===== src/rtl/cdb_pkg.sv =====
// Shared constants and helpers for the CDB arbiter/broadcast slice.
package cdb_pkg;

  localparam int ARB_FIXED          = 0;
  localparam int ARB_RR             = 1;
  localparam int CDB_DATA_WIDTH_DEF = 4;
  localparam int CDB_TAG_WIDTH_DEF  = 4;

  function automatic int rr_ptr_next(input int k, input int n);
    return (k + 1 >= n) ? 0 : k + 1;
  endfunction

endpackage


===== src/rtl/cdb_rr_select.sv =====
// Combinational one-hot selector: fixed priority from index 0, or rotated
// priority starting at rr_ptr using a doubled request vector.
module cdb_rr_select
  import cdb_pkg::*;
#(
  parameter int PRODUCERS = 4,
  parameter int PTR_W     = 2,
  parameter int ARB_MODE  = ARB_FIXED
) (
  input  logic [PRODUCERS-1:0] req,
  input  logic [PTR_W-1:0]     rr_ptr,
  output logic [PRODUCERS-1:0] grant
);

  logic [PTR_W-1:0]       start;
  logic [PRODUCERS-1:0]   rot;
  logic [PRODUCERS-1:0]   rot_gnt;
  logic [2*PRODUCERS-1:0] gnt_dbl;

  always_comb begin
    start   = (ARB_MODE == ARB_RR) ? rr_ptr : '0;
    // Rotate so the pointer lands at bit 0, take the lowest set bit, rotate back.
    rot     = PRODUCERS'({req, req} >> start);
    rot_gnt = rot & (~rot + PRODUCERS'(1));
    gnt_dbl = {{PRODUCERS{1'b0}}, rot_gnt} << start;
    grant   = gnt_dbl[PRODUCERS-1:0] | gnt_dbl[2*PRODUCERS-1:PRODUCERS];
  end

endmodule


===== src/rtl/cdb_broadcast_arbiter.sv =====
// CDB arbiter + broadcast stage. Define CDB_OUT_REG_EN to register the
// broadcast outputs (one cycle latency); grant is always combinational.
module cdb_broadcast_arbiter
  import cdb_pkg::*;
#(
  parameter int PRODUCERS       = 4,
  parameter int DATA_WIDTH      = CDB_DATA_WIDTH_DEF,
  parameter int CDB_TAG_WIDTH   = CDB_TAG_WIDTH_DEF,
  parameter int ARB_MODE        = ARB_FIXED,
  parameter int STALL_CNT_WIDTH = 8
) (
  input  logic                               clk,
  input  logic                               rst_n,
  input  logic [PRODUCERS-1:0]               req,
  input  logic [PRODUCERS*CDB_TAG_WIDTH-1:0] req_tag,
  input  logic [PRODUCERS*DATA_WIDTH-1:0]    req_data,
  output logic [PRODUCERS-1:0]               grant,
  output logic                               cdb_valid,
  output logic [CDB_TAG_WIDTH-1:0]           cdb_tag,
  output logic [DATA_WIDTH-1:0]              cdb_data,
  output logic [STALL_CNT_WIDTH-1:0]         stall_count
);

  localparam int PTR_W = (PRODUCERS > 1) ? $clog2(PRODUCERS) : 1;

  logic [PTR_W-1:0]         rr_ptr;
  logic [PRODUCERS-1:0]     sel_grant;
  logic                     any_grant;
  logic                     contention;
  logic [PTR_W-1:0]         win_idx;
  logic [CDB_TAG_WIDTH-1:0] mux_tag;
  logic [DATA_WIDTH-1:0]    mux_data;

  cdb_rr_select #(
    .PRODUCERS (PRODUCERS),
    .PTR_W     (PTR_W),
    .ARB_MODE  (ARB_MODE)
  ) u_select (
    .req    (req),
    .rr_ptr (rr_ptr),
    .grant  (sel_grant)
  );

  assign grant      = rst_n ? sel_grant : '0;
  assign any_grant  = |grant;
  // Two or more requesters iff clearing the lowest set bit leaves something.
  assign contention = |(req & (req - PRODUCERS'(1)));

  always_comb begin
    win_idx  = '0;
    mux_tag  = '0;
    mux_data = '0;
    for (int i = 0; i < PRODUCERS; i++) begin
      if (grant[i]) begin
        win_idx  = PTR_W'(i);
        mux_tag  = req_tag[i*CDB_TAG_WIDTH +: CDB_TAG_WIDTH];
        mux_data = req_data[i*DATA_WIDTH +: DATA_WIDTH];
      end
    end
  end

  always_ff @(posedge clk) begin
    if (!rst_n) begin
      rr_ptr <= '0;
    end else if ((ARB_MODE == ARB_RR) && any_grant) begin
      rr_ptr <= PTR_W'(rr_ptr_next(int'(win_idx), PRODUCERS));
    end
  end

  always_ff @(posedge clk) begin
    if (!rst_n) begin
      stall_count <= '0;
    end else if (contention && (stall_count != '1)) begin
      stall_count <= stall_count + STALL_CNT_WIDTH'(1);
    end
  end

`ifdef CDB_OUT_REG_EN
  logic                     vld_p1;
  logic [CDB_TAG_WIDTH-1:0] tag_p1;
  logic [DATA_WIDTH-1:0]    data_p1;

  // p0 -> p1: mux output already zero when nothing is granted.
  always_ff @(posedge clk) begin
    if (!rst_n) begin
      vld_p1  <= 1'b0;
      tag_p1  <= '0;
      data_p1 <= '0;
    end else begin
      vld_p1  <= any_grant;
      tag_p1  <= mux_tag;
      data_p1 <= mux_data;
    end
  end

  assign cdb_valid = vld_p1;
  assign cdb_tag   = tag_p1;
  assign cdb_data  = data_p1;
`else
  assign cdb_valid = any_grant;
  assign cdb_tag   = mux_tag;
  assign cdb_data  = mux_data;
`endif

endmodule


===== config.mk =====
export PLATFORM = sky130hd
export DESIGN_NAME = cdb_broadcast_arbiter
export DESIGN_NICKNAME = d
export VERILOG_FILES = /design/src/rtl/cdb_pkg.sv /design/src/rtl/cdb_rr_select.sv /design/src/rtl/cdb_broadcast_arbiter.sv
export SDC_FILE = /design/constraint.sdc
export NUM_CORES = 1
export LEC_CHECK = 0
export ABC_AREA = 1
export CAP_MARGIN = 20
export CORE_MARGIN = 5
export CORE_UTILIZATION = 35
export DETAILED_ROUTE_END_ITERATION = 12
export PLACE_DENSITY_LB_ADDON = 0.25
export SLEW_MARGIN = 20
export SYNTH_ARGS = -nofsm -noshare
export SYNTH_HDL_FRONTEND = slang
export SYNTH_SLANG_ARGS = --single-unit

===== constraint.sdc =====
create_clock -name clk -period 4 [get_ports clk]
set_input_delay 0.4 -clock clk [delete_from_list [all_inputs] [get_ports clk]]
set_output_delay 0.4 -clock clk [all_outputs]
set_load 0.01 [all_outputs]

==> results.json, run 1 <==
{
  "status": "completed",
  "min_period_ps": 2670,
  "dp_hpwl_um": 2220,
  "syn_avg_cell_area_um2": 6.10,
  "critical_path.cell_chain": "clkdlybuf4s50_1, nor2_2, nand2_2, nor3_4, nand2_1, nand4_1, clkdlybuf4s50_1",
  "place.gp.congestion": 0.759,
  "cap_violations": 0,
  "hold_viol_final": 0,
  "wirelength_um": 2580,
  "layout-drive-gt1-share_pct": 8.11,
  "yosys_warnings": 0,
  "cts_tree": "yes",
  "reg_top3": "stall_count x8",
  "pwr-share-comb_pct": 40.2,
  "place_area_um2": 1370,
  "cp-end-kind": "output port",
  "drtAntennaViolNets": 0,
  "p_int_mw": 0.178,
  "cts_max_level": 1,
  "numCtsBuffers": 3,
  "clock_latency_ps": 250,
  "setup_ws_ps": 1330,
  "die_area_um2": 3190,
  "stdcell_area_um2": 1390,
  "viasPerCell": 4.88,
  "pwr_density_cell_nw_per_um2": 179,
  "slowest_delay_ps": 540,
  "wl_met1_um": 1000,
  "ys_seq_elements": 8,
  "grt_max_degree": 11,
  "path_class": "in2out",
  "port_buffers": 58,
  "crit_path_top_delay_cell": "clkdlybuf4s50_1",
  "yosysTopAreaCell": "nand2_1",
  "io_pins": 59,
  "dp.cells": 209,
  "synth_cell_types": 23,
  "ir_drop_v": 0.000139,
  "area_growth_pct": 84.1,
  "final_common_cell": "clkdlybuf4s50_1",
  "switching_share_pct": 28.5,
  "crit_family": "buffers and inverters",
  "grt_usage_pct": 17.2,
  "clk_path_buf_depth": 2,
  "start_kind": "input port",
  "hp-class": "reg2reg",
  "vias": 1034,
  "rows": 16,
  "drt-pass1-iter-count": 4,
  "synth_top_area_share_pct": 25.3,
  "cts_root_buffer": "clkbuf_4",
  "p_clk_share_pct": 24.6,
  "clk_pin_slew_worst_paths_ps": 50,
  "worstMarginPinSlew_ps": 472,
  "clock_sinks": 8,
  "die_h_um": 56.5,
  "p_sw_mw": 0.0711,
  "relSlewSlack_pct": 68.3,
  "finClkSkew_ps": 1.89,
  "core_um2": 2000,
  "synth_nets": 163,
  "grt_pass1_wl_um": 4400,
  "synth_area_leaders": "nand2_1 25%, dfxtp_1 21%, nand3_1 7.3%",
  "initial_utilization_pct": 37.8,
  "routedWlPerCell_um": 12.2,
  "mostFrequentLayoutCells": "58 x clkdlybuf4s50_1, 51 x nand2_1, 11 x nand3_1",
  "cp_common_cell": "clkdlybuf4s50_1",
  "setup_viol": 0,
  "regMostFlops": "stall_count",
  "routed.top_layer": "met4",
  "finalSetupTns_ps": 0,
  "power_mw": 0.249,
  "cp.required_ps": 3600,
  "cts-hold-fix-buffers": 0,
  "power_frac_seq_pct": 35.1,
  "grt-ovfl-total": 0,
  "wl_met2_um": 1270,
  "ys_seq_area_share_pct": 21.2,
  "grt_pass1_vias": 1068,
  "fp.dieW_um": 56.5,
  "cts_resized": 0,
  "post_cts_buffers": 0,
  "p_leak_nw": 0.541,
  "wl_met3_um": 256,
  "rsz0062_at_grt": "no",
  "antenna_found_initial": 0,
  "pre_cts_slack_ps": 1330,
  "antenna_cells": 0,
  "final.period_utilization_pct": 66.7,
  "drc": 0,
  "max_freq_mhz": 375,
  "nNetsFinal": 226,
  "arrival_ps": 2270,
  "layoutNonFillerInstCount": 212,
  "netlist_area_um2": 757,
  "largest_reg_flops": 8,
  "cp_num_buf_inv": 2,
  "drv_slew": 0,
  "synthesis.instances": 124,
  "crit_fanout": 9,
  "drtIter0Drc": 11
}
[cell type report]
cell class | instances | area, µm²
fill | 166 | 608
timing repair buffer | 58 | 581
multi-input combinational | 104 | 552
sequential | 8 | 160
inverter | 12 | 45.0
tap | 27 | 33.8
clock buffer | 3 | 22.5
[per-stage QoR]
step | utilization (%) | hold WS [ps]
after detailed placement | 68.5 | 505
after CTS | 69.6 | 512
after global placement | 68.5 | 494
after global routing | 69.6 | 551
after floorplan | - | 519
final | 69.6 | 509
[tightest hold or removal path, cell delays in order, from the launching register on]
cell and delay (ps):
dfxtp_1 340, nand2_1 80, a21oi_1 50
[kinds of logic (layout without fill, tap and decap cells)]
logic type / Yosys count / count (layout) / synth area share [%]
adders and majority gates: 1 / 1 / 1.65
buffers and inverters: 12 / 73 / 5.95
xor gates and xnor gates: 3 / 3 / 3.47
and+or+nand+nor: 89 / 89 / 59.2
DFF: 8 / 8 / 21.2
AOI/OAI and AO/OA: 11 / 11 / 8.59
[synthesized netlist by cell type]
cell type,count
nand2_1,51
nand3_1,11
inv_1,9
nor2_1,9
dfxtp_1,8
nand4_1,8
a21oi_1,5
clkinv_1,2
nand2_2,2
nand2_4,2
nor2_2,2
o21ai_0,2
o21bai_1,2
xnor2_1,2
a21oi_2,1
a31oi_1,1
ha_1,1
inv_2,1
nand4_4,1
nor2_4,1
nor3_4,1
nor4_4,1
xor2_1,1
[per-layer routing]
metal	GRT usage [%]	vias to the layer above
met3	5.28	7
met4	6.78	0
met1	17.0	449
li1	-	533
met2	32.5	45
met5	0	-
[power groups by stage]
| stage | registers [mW] | logic, mW | clock network (mW) |
|---|---|---|---|
| final | 0.0875 | 0.100 | 0.0613 |
| after CTS | 0.0875 | 0.101 | 0.0640 |
| after floorplan | 0.0901 | 0.0324 | 0 |
| after global placement | 0.0889 | 0.0997 | 0 |
| after global routing | 0.0882 | 0.109 | 0.0699 |
| after detailed placement | 0.0893 | 0.101 | 0 |
[worst paths after layout]
path                               startpoint                           to  slack (ps)  depth (start not counted)
setup reg to reg  stall_count[1]$_SDFFE_PN0P_  stall_count[1]$_SDFFE_PN0P_        2510                          8
hold / removal    stall_count[5]$_SDFFE_PN0P_  stall_count[5]$_SDFFE_PN0P_         510                          2
setup / recovery                       req[0]                  cdb_data[3]        1330                          7
hold reg to reg   stall_count[5]$_SDFFE_PN0P_  stall_count[5]$_SDFFE_PN0P_         510                          2
(Power assumes the default switching activity.)
==> run 2: changes to the inputs <==
Settings changed: CORE_UTILIZATION 35 to 30.
Clock period 4 ns to 2.4 ns, I/O delays scaled along.
==> results.json, run 2 (synthesized netlist as in run 1, its figures left out) <==
{
  "status": "completed",
  "viasPerCell": 4.81,
  "grt_usage_pct": 16.6,
  "hold_viol_final": 0,
  "cp-end-kind": "output port",
  "place.gp.congestion": 0.857,
  "grt_pass1_wl_um": 4560,
  "pwr_density_cell_nw_per_um2": 291,
  "routedWlPerCell_um": 12.3,
  "final_util_pct": 58.6,
  "initial_utilization_pct": 30.8,
  "min_period_ps": 2270,
  "largest_reg_flops": 8,
  "final.fill_count": 243,
  "mostFrequentLayoutCells": "56 x clkdlybuf4s50_1, 51 x nand2_1, 11 x nand3_1",
  "arrival_ps": 2030,
  "clock_sinks": 8,
  "antenna_found_initial": 0,
  "finClkSkew_ps": 5.82,
  "worstMarginPinSlew_ps": 276,
  "rsz0062_at_grt": "no",
  "dp_hpwl_um": 2280,
  "vias": 1049,
  "clk_path_buf_depth": 2,
  "max_freq_mhz": 441,
  "ir_drop_v": 0.000200,
  "antenna_cells": 0,
  "critical_path.cell_chain": "clkdlybuf4s50_1, buf_4, nor4_4, buf_4, nand2_1, nand4_1, clkdlybuf4s50_1",
  "crit_path_top_delay_cell": "clkdlybuf4s50_1",
  "finalHoldWorstSlack_ps": 516,
  "die_h_um": 60.2,
  "pre_cts_slack_ps": 77.2,
  "cp_num_buf_inv": 4,
  "finalSetupTns_ps": 0,
  "relSlewSlack_pct": 81.5,
  "drv_slew": 0,
  "power_mw": 0.419,
  "drt-pass1-iter-count": 4,
  "grt-ovfl-total": 0,
  "setup_viol": 0,
  "reg_top3": "stall_count x8",
  "crit_family": "buffers and inverters",
  "layout-drive-gt1-share_pct": 10.1,
  "cts-hold-fix-buffers": 0,
  "cp.required_ps": 2160,
  "nNetsFinal": 229,
  "io_pins": 59,
  "port_buffers": 58,
  "p_leak_nw": 0.575,
  "post_cts_buffers": 0,
  "die_area_um2": 3630,
  "cap_violations": 0,
  "drc": 0,
  "drtAntennaViolNets": 0,
  "holdPathStages": 2,
  "start_kind": "input port",
  "crit_fanout": 9,
  "clk_pin_slew_worst_paths_ps": 50,
  "area_growth_pct": 90.1,
  "cts_tree": "yes",
  "grt_pass1_vias": 1134,
  "core_um2": 2450,
  "numCtsBuffers": 3,
  "clock_latency_ps": 250,
  "r2r_cells": 8,
  "path_class": "in2out",
  "slowest_delay_ps": 560,
  "cp_num_cells": 7,
  "grt_max_degree": 11,
  "rows": 18,
  "setup_ws_ps": 130,
  "cts_root_buffer": "clkbuf_4",
  "cts_max_level": 1,
  "final.period_utilization_pct": 94.6,
  "final_common_cell": "clkdlybuf4s50_1",
  "hp-class": "reg2reg",
  "wirelength_um": 2680,
  "regMostFlops": "stall_count",
  "drtIter0Drc": 36,
  "fp.dieW_um": 60.2
}
==> run 2: changes by cell type in the layout (fill, tap and decap cells not counted) <==
cell / previous run / this run
buf_4: 0 / 2
clkdlybuf4s50_1: 58 / 56
dlymetal6s2s_1: 0 / 2
clkinv_1: 2 / 1
clkinvlp_4: 0 / 1
inv_2: 1 / 0
inv_4: 0 / 1
nor2_2: 2 / 1
nor2_4: 1 / 2
nor3_2: 0 / 1
==> run 2: final timing paths <==
kind                                                  start                     endpoint  slack [ps]
worst min-delay path            stall_count[5]$_SDFFE_PN0P_  stall_count[5]$_SDFFE_PN0P_         520
worst min register to register  stall_count[5]$_SDFFE_PN0P_  stall_count[5]$_SDFFE_PN0P_         520
worst max register to register  stall_count[1]$_SDFFE_PN0P_  stall_count[0]$_SDFFE_PN0P_         860
worst max-delay path                                 req[0]                   cdb_tag[1]         130
==> run 2: per-stage QoR <==
stage	cell area, µm²	std cells
4_1_cts	1410	217
3_3_place_gp	1390	214
2_1_floorplan	757	124
6_report	1440	218
3_5_place_dp	1390	214
5_1_grt	1440	218
==> run 2: cell type report <==
cell class                 count  area, µm²  share of cell area [%]
tap                           30       37.5                    2.61
sequential                     8        160                    11.1
timing repair buffer          60        601                    41.7
inverter                      12       51.3                    3.57
multi-input combinational    105        567                    39.4
clock buffer                   3       22.5                    1.57
==> run 2: per-layer routing <==
| metal | vias up | GRT usage [%] | wire length, µm |
|---|---|---|---|
| met5 | - | 0 | 0 |
| met4 | 0 | 9.49 | 41 |
| met3 | 4 | 7.34 | 308 |
| met2 | 45 | 28.4 | 1350 |
| met1 | 462 | 16.5 | 989 |
| li1 | 538 | - | - |
==> run 2: tightest hold or removal path: cells and delay by family (launching register included) <==
kind | cells | cell delay (ps)
flip-flops | 1 | 340
AO/OA/AOI/OAI | 1 | 50
AND/OR/NAND/NOR | 1 | 80
==> run 2: power by group <==
group          internal [mW]  total [mW]  switching (mW)
Sequential             0.139       0.146         0.00787
Clock                 0.0572       0.102          0.0448
Combinational          0.103       0.171          0.0679
==> run 2: timing repair <==
action / in CTS / in global routing
gates resized for setup: 0 / 5
endpoints found under the hold margin: 0 / 0
endpoints found under the setup margin: 0 / 8
